==> config.mk <==
export PLATFORM = sky130hd
export DESIGN_NAME = uart_receiver_flat
export DESIGN_NICKNAME = d
export VERILOG_FILES = /design/src/rtl/uart_receiver_if.sv /design/src/rtl/uart_receiver.sv /design/src/flat_wrapper.sv
export SDC_FILE = /design/constraint.sdc
export NUM_CORES = 1
export LEC_CHECK = 0
export ABC_AREA = 1
export CORE_UTILIZATION = 56
export DETAILED_ROUTE_END_ITERATION = 7
export GPL_TIMING_DRIVEN = 0
export PLACE_DENSITY = 0.85
export SLEW_MARGIN = 20
export SYNTH_ARGS = -nofsm -noshare
export SYNTH_HDL_FRONTEND = slang
export SYNTH_SLANG_ARGS = --single-unit
==> constraint.sdc <==
create_clock -name clk -period 1.6 [get_ports clk]
set_input_delay 0.16 -clock clk [delete_from_list [all_inputs] [get_ports clk]]
set_output_delay 0.16 -clock clk [all_outputs]
set_load 0.02 [all_outputs]
==> src/rtl/uart_receiver_if.sv <==
// Byte-side handshake between the UART receiver (master) and its consumer (slave).
interface uart_receiver_if;
   logic [7:0] data;
   logic       data_ready;
   logic       data_ack;
   logic       frame_err;
   logic       overrun;
   logic       busy;

   modport master (
      output data, data_ready, frame_err, overrun, busy,
      input  data_ack
   );

   modport slave (
      input  data, data_ready, frame_err, overrun, busy,
      output data_ack
   );
endinterface

==> src/rtl/uart_receiver.sv <==
// 8N1 UART receiver: synchronises RxD, centre-samples start/data/stop bits and
// holds each byte until the consumer acknowledges it.
module uart_receiver #(
   parameter int CLKS_PER_BIT = 10417,
   parameter int SYNC_STAGES  = 2
) (
   input  logic            clk,
   input  logic            reset,
   input  logic            RxD,
   uart_receiver_if.master rx
);
   localparam int CW = $clog2(CLKS_PER_BIT);
   localparam logic [CW-1:0] LAST_CNT = CW'(CLKS_PER_BIT - 1);
   localparam logic [CW-1:0] HALF_CNT = CW'((CLKS_PER_BIT - 1) / 2);

   typedef enum logic [1:0] {IDLE, START, DATA, STOP} state_t;

   state_t                 state_reg, state_next;
   logic [SYNC_STAGES-1:0] sync_reg;
   logic [CW-1:0]          baud_reg, baud_next;
   logic [2:0]             bit_reg, bit_next;
   logic [7:0]             shift_reg, shift_next;
   logic [7:0]             data_reg, data_next;
   logic                   ready_reg, ready_next;
   logic                   ferr_reg, ferr_next;
   logic                   overrun_reg, overrun_next;
   logic                   rx_s;

   assign rx_s = sync_reg[SYNC_STAGES-1];

   always_ff @(posedge clk) begin
      if (reset) begin
         state_reg   <= IDLE;
         sync_reg    <= '1;
         baud_reg    <= '0;
         bit_reg     <= '0;
         shift_reg   <= '0;
         data_reg    <= '0;
         ready_reg   <= 1'b0;
         ferr_reg    <= 1'b0;
         overrun_reg <= 1'b0;
      end else begin
         state_reg   <= state_next;
         sync_reg    <= {sync_reg[SYNC_STAGES-2:0], RxD};
         baud_reg    <= baud_next;
         bit_reg     <= bit_next;
         shift_reg   <= shift_next;
         data_reg    <= data_next;
         ready_reg   <= ready_next;
         ferr_reg    <= ferr_next;
         overrun_reg <= overrun_next;
      end
   end

   always_comb begin
      state_next   = state_reg;
      baud_next    = baud_reg + CW'(1);
      bit_next     = bit_reg;
      shift_next   = shift_reg;
      data_next    = data_reg;
      // An ack clears the flag unless a completing byte reloads it below.
      ready_next   = ready_reg & ~rx.data_ack;
      ferr_next    = 1'b0;
      overrun_next = overrun_reg;

      unique case (state_reg)
         IDLE: begin
            baud_next = '0;
            if (!rx_s) state_next = START;
         end
         START: begin
            if (baud_reg == HALF_CNT) begin
               if (rx_s) begin
                  state_next = IDLE;
               end else begin
                  state_next = DATA;
                  baud_next  = '0;
                  bit_next   = '0;
               end
            end
         end
         DATA: begin
            if (baud_reg == LAST_CNT) begin
               shift_next = {rx_s, shift_reg[7:1]};
               baud_next  = '0;
               if (bit_reg == 3'd7) state_next = STOP;
               else                 bit_next   = bit_reg + 3'd1;
            end
         end
         STOP: begin
            if (baud_reg == LAST_CNT) begin
               state_next = IDLE;
               baud_next  = '0;
               if (rx_s) begin
                  data_next  = shift_reg;
                  ready_next = 1'b1;
                  if (ready_reg && !rx.data_ack) overrun_next = 1'b1;
               end else begin
                  ferr_next = 1'b1;
               end
            end
         end
         default: state_next = IDLE;
      endcase
   end

   assign rx.data       = data_reg;
   assign rx.data_ready = ready_reg;
   assign rx.frame_err  = ferr_reg;
   assign rx.overrun    = overrun_reg;
   assign rx.busy       = (state_reg != IDLE);
endmodule

==> src/flat_wrapper.sv <==
// flat-port wrapper written by rule: the top's interface ports become plain ports
module uart_receiver_flat 
#(
   parameter int CLKS_PER_BIT = 10417,
   parameter int SYNC_STAGES  = 2
)
  (clk, reset, RxD, rx_data, rx_data_ready, rx_frame_err, rx_overrun, rx_busy, rx_data_ack);
  uart_receiver_if rx_i ();
  input  logic clk;
  input  logic reset;
  input  logic RxD;
  output wire logic [$bits(rx_i.data)-1:0] rx_data;
  output wire logic [$bits(rx_i.data_ready)-1:0] rx_data_ready;
  output wire logic [$bits(rx_i.frame_err)-1:0] rx_frame_err;
  output wire logic [$bits(rx_i.overrun)-1:0] rx_overrun;
  output wire logic [$bits(rx_i.busy)-1:0] rx_busy;
  input wire logic [$bits(rx_i.data_ack)-1:0] rx_data_ack;
  assign rx_data = rx_i.data;
  assign rx_data_ready = rx_i.data_ready;
  assign rx_frame_err = rx_i.frame_err;
  assign rx_overrun = rx_i.overrun;
  assign rx_busy = rx_i.busy;
  assign rx_i.data_ack = rx_data_ack;
  uart_receiver #(.CLKS_PER_BIT(CLKS_PER_BIT), .SYNC_STAGES(SYNC_STAGES)) u_core (.clk(clk), .reset(reset), .RxD(RxD), .rx(rx_i));
endmodule
Word-level counts from Yosys, hierarchy flattened
Cells that the tools add are included. Widths: inputs -> output; s select.

Logic and storage cells: 60. Output and inout bits: 12. Input port bits: 4. Register bits: 40.

Reduce and logical (&&, ||, !) cells: 12. $add $sub $neg: 2. Multiplexer cells: 20. Equality and inequality tests: 13. Bitwise logic cells: 4.

Operator list (number): $mux 14 (3); $pmux 14 s3 (1); $add 14x1->14 const B (1); $eq 14x13->1 const B (1); $eq 14x14->1 const B (1); $mux 2 (6); $mux 3 (4); $reduce_and 5->1 (2); $ne 2x1->1 const B (4); $pmux 2 s4 (1); $ne 2x2->1 const B (3); $pmux 3 s2 (1); $eq 2x2->1 const B (2); $mux 1 (4); $reduce_and 4->1 (1); $reduce_bool 2->1 (2); $add 3x1->3 const B (1); $eq 3x3->1 const B (1); $not 1->1 (3); $reduce_and 3->1 (1); $reduce_or 3->1 (1); $eq 2x1->1 const B (1); $logic_not 2->1 (1); $reduce_and 2->1 (1); 4 further kinds (4).

Longest topological paths before layout
Depth after elaboration: 5. Depth in mapped cells: 11. Gate-level depth less buffers: 11.

Least setup slack after synthesis
OpenSTA, ideal clock, no wires.

Path kind: register to register. Start point: register u_core.baud_reg[0]. End point: register u_core.bit_reg[0]. Slack: 0.136 ns. Period minus slack after synthesis: 1.464 ns. Library setup time: 0.113 ns. Path buffers: 0. Data required time: 1.487 ns. Stages on the path, launching flop included: 12. Arrival: 1.351 ns. Cells stage by stage: dfxtp_1 -> inv_1 -> ha_1 -> nand3_1 -> nor2_4 -> nand2_2 -> inv_4 -> nand2_4 -> a21oi_4 -> o21ai_0 -> nand2_1 -> nor2_1.

Longest elaborated chain between the ends: 3. Elaborated cells between the ends (all ways): 5. Classes of those cells: eq/ne (4); reduce/logical (1).

Ends and longest elaborated chain: start, declared (line uart_receiver.sv:20) `logic [CW-1:0] baud_reg, baud_next;`; start signal, assigned (line uart_receiver.sv:45) `baud_reg <= baud_next;`; $eq 14x14->1 or $eq 14x13->1 (tied branches) (line uart_receiver.sv:83, uart_receiver.sv:72); $ne 2x1->1 (no source line); $reduce_and 5->1 (no source line) (*); end signal, assigned (line uart_receiver.sv:46) `bit_reg <= bit_next;`; end, declared (line uart_receiver.sv:21) `logic [2:0] bit_reg, bit_next;`.

Mark *: on every way between the ends. The rest lies on a longest branch, timed or not. A chain may end at the register's enable or synchronous reset.

Final worst setup path
Start point: register u_core.baud_reg[0]. End point: register u_core.baud_reg[12].

Longest elaborated chain between the ends: 4. Elaborated cells between the ends (all ways): 7. Classes of those cells: add/sub (1); eq/ne (2); mux (4).

Ends and longest elaborated chain: $add 14x1->14 (line uart_receiver.sv:57) `baud_next = baud_reg + CW'(1);`; $mux 14 (line uart_receiver.sv:73) `if (rx_s) begin`; $mux 14 (line uart_receiver.sv:72) `if (baud_reg == HALF_CNT) begin`; $pmux 14 s3 (*) (line uart_receiver.sv:66) `unique case (state_reg)`.

Marks and branches as above.

==> flow_summary_export.csv <==
group,metric,value,unit
global_route,grt_max_degree,14,
power_and_ir_drop,seqPwrFrac,52.3,%
global_route,antenna_found_initial,0,
clock_tree,holdBufCountCts,0,
timing,period_needed,1.572,ns
worst_setup_path,worstPathArrival,1.89,ns
worst_setup_path,worstSetupPathType,"reg2reg",
finish,layout-drive-gt1-share,26.34,%
timing,slew_headroom,58.17,%
route,wl_per_cell,12.34,um
floorplan,die_h,59.95,um
global_route,grt-busiest-layer,"met2",
synthesis,synth_area_leaders,"dfxtp_1 (43%), nor2_1 (7.8%), inv_1 (6.6%), a211oi_2 (5.3%), nand2_1 (4.8%)",
power_and_ir_drop,leakagePower,0.9291,nW
synthesis,ys_types,34,
power_and_ir_drop,switchingPower,0.0005114,W
power_and_ir_drop,comb_power_share,10.8,%
route,ant_nets,0,
finish,antenna_cells,0,
worst_setup_path,critPathSlowestCell,"dfxtp_4",
route,detail_route.vias_per_cell,5.173,
timing,hold_violations,0,
synthesis,synthCells,234,
timing,tns,0,ns
worst_setup_path,end_kind,"flip-flop",
worst_setup_path,cpMostUsedCell,"nand3_1",
clock_tree,clockBufferDepth,2,
power_and_ir_drop,power,0.001979,W
floorplan,dieWidth,59.95,um
floorplan,initial_core_util,60.12,%
synthesis,synth_warnings,0,
global_route,grt_pass1_vias,1296,
timing,rsz0062_at_grt,"true",
timing,drv_slew,0,
synthesis,synth.cell_area,1881,um^2
finish,fillers,222,
clock_tree,tritoncts,"done",
synthesis,synth_top_cell_by_area,"dfxtp_1",
worst_setup_path,path_buf_inv,1,
clock_tree,clock_sinks,40,
floorplan,ios,16,
clock_tree,cts_root_buf,"clkbuf_4",
global_route,gr-total-overflow,0,
synthesis,yosys.area.top_type_share,42.58,%
synthesis,ys_ff_latch,40,
timing,fin_crit_sh,98.25,%
global_route,met2_usage,30.00,%
worst_setup_path,cp_max_fo,3,
finish,final_cell_mix,"nor2_1 (38), inv_1 (31), dfxtp_1 (31)",
synthesis,ys_seq_area_share,42.58,%
power_and_ir_drop,p_clk_share,37.0,%
timing,hold_slack,0.3162,ns
finish,largest_reg_flops,14,
outcome,status,"complete, no violations",
worst_setup_path,worstPathRequired,1.91,ns
placed_design,portBuffers,14,
synthesis,synthesis.nets,242,
floorplan,rows,20,
clock_tree,numCtsBuffers,5,
route,drc_errors,0,
worst_setup_path,crit_chain,"ha_2 -> nand3_1 -> nor2_2 -> nand2_1 -> inv_1 -> nand3_1 -> xor2_1 -> nor2_1",
placed_design,gp_congestion,0.8829,
worst_setup_path,worstSetupStartpointType,"flip-flop",
placed_design,hpwl,2391,um
clock_tree,clk_latency,0.37,ns
power_and_ir_drop,swShare,25.84,%
run,drv_cap,0,
global_route,met1_usage,29.05,%
global_route,use_met3,6.494,%
timing,finClkSkew,0.005665,ns
timing,setup_viol_count_final,0,
route,firstDrtPassIters,4,
route,drtIter0Drc,90,
power_and_ir_drop,p_int,0.001468,W
power_and_ir_drop,power_density,854.6,nW/um^2
timing,timing.fmax,636.1,MHz
clock_tree,path_clk_slew,0.12,ns
global_route,groute.usage.overall,21.68,%
min_path,hp-class,"in2reg",
finish,nets,269,
timing,worst_pin_slew,0.6274,ns
finish,seq_area,817.0,um^2
floorplan,core_area,3128,um^2
route,routed-via-count,1583,
finish,multi_input_area,960.9,um^2
route,wl,3776,um
clock_tree,htree_levels,2,
synthesis,avgSynthCellArea,8.037,um^2
worst_setup_path,path_delay_family,"simple AND/OR/NAND/NOR gates",
power_and_ir_drop,ir_drop,0.5331,mV
finish,final_common_cell,"nor2_1",
floorplan,dieArea,3594,um^2
global_route,grt_pass1_wl,5637,um
worst_setup_path,max_stage_delay,0.40,ns
finish,area_growth_syn_to_layout,23.15,%
[cells by family (layout without fill, tap and decap cells)]
kind of cell,Yosys count,in the layout,share of synthesized area [%]
and+or+nand+nor,100,101,25.95
adders and majority gates,4,4,2.661
xor gates and xnor gates,8,8,3.726
buffers and inverters,46,73,10.31
AOI/OAI and AO/OA,36,36,14.77
DFF,40,40,42.58
[worst paths after layout]
path                                    startpoint                  end  slack (ns)  cells past startpoint
worst max-delay path            u_core.baud_reg[0]  u_core.baud_reg[12]        0.03                      8
worst min-delay path                         reset  u_core.shift_reg[7]        0.32                      2
worst max register to register  u_core.baud_reg[0]  u_core.baud_reg[12]        0.03                      8
worst min register to register  u_core.sync_reg[0]   u_core.sync_reg[1]        0.43                      1
[what timing repair did]
action	in CTS	in global routing
pin swaps	2	8
cloned	0	2
buffers inserted	0	4
endpoints found under the setup margin	16	26
gates resized for setup	8	23
[routing by layer]
| metal | vias to the layer above | share of wire [%] |
|---|---|---|
| li1 | 796 | - |
| met1 | 728 | 47 |
| met2 | 48 | 45 |
| met3 | 11 | 4.9 |
| met4 | 0 | 3.3 |
| met5 | - | 0 |
[cell usage after synthesis (all sizes together)]
cell type and instances:
nor2 45, dfxtp 40, inv 39, nand2 33, a21oi 15, nand3 12
o21ai 11, a211oi 8, xor2 6, ha 4, nor3 4, buf 3
clkbuf 2, clkinv 2, nand4 2, or2 2, xnor2 2, a31oi 1
nor3b 1, nor4 1, o221ai 1
[power by group through the flow]
| stage | sequential, W | combinational, W | clock (W) |
|---|---|---|---|
| 2_1_floorplan | 0.00105 | 0.000134 | 0 |
| 3_3_place_gp | 0.00105 | 0.000173 | 0 |
| 3_5_place_dp | 0.00105 | 0.000178 | 0 |
| 4_1_cts | 0.00103 | 0.000177 | 0.000733 |
| 5_1_grt | 0.00104 | 0.000236 | 0.000776 |
| 6_report | 0.00103 | 0.000213 | 0.000732 |
[worst register-to-register path, delay by kind of cell, from the launching register on]
kind	cells	cell delay (ns)
flip-flops	1	0.40
XOR/XNOR	1	0.15
adder cells (fa/ha/maj)	1	0.22
buffers and inverters	1	0.10
AND/OR/NAND/NOR	5	0.65
[final cells by class]
type                       instances  share of cell area [%]
buffer                             5                   1.621
inverter                          41                   6.969
multi-input combinational        149                   41.49
clock buffer                       6                   2.215
clock inverter                     2                   1.675
timing repair buffer              19                   8.374
sequential                        40                   35.28
tap                               44                   2.377
[per-stage QoR]
step	util, %	worst slack, ns	area (um^2)	instances
3_3_place_gp	66.36	-0.009502	2076	292
5_1_grt	74.04	-0.08374	2316	306
4_1_cts	69.72	0.002639	2181	300
6_report	74.04	0.02796	2316	306
2_1_floorplan	-	0.1360	1881	234
3_5_place_dp	66.36	-0.03095	2076	292
Power figures use the tool's default switching activity.
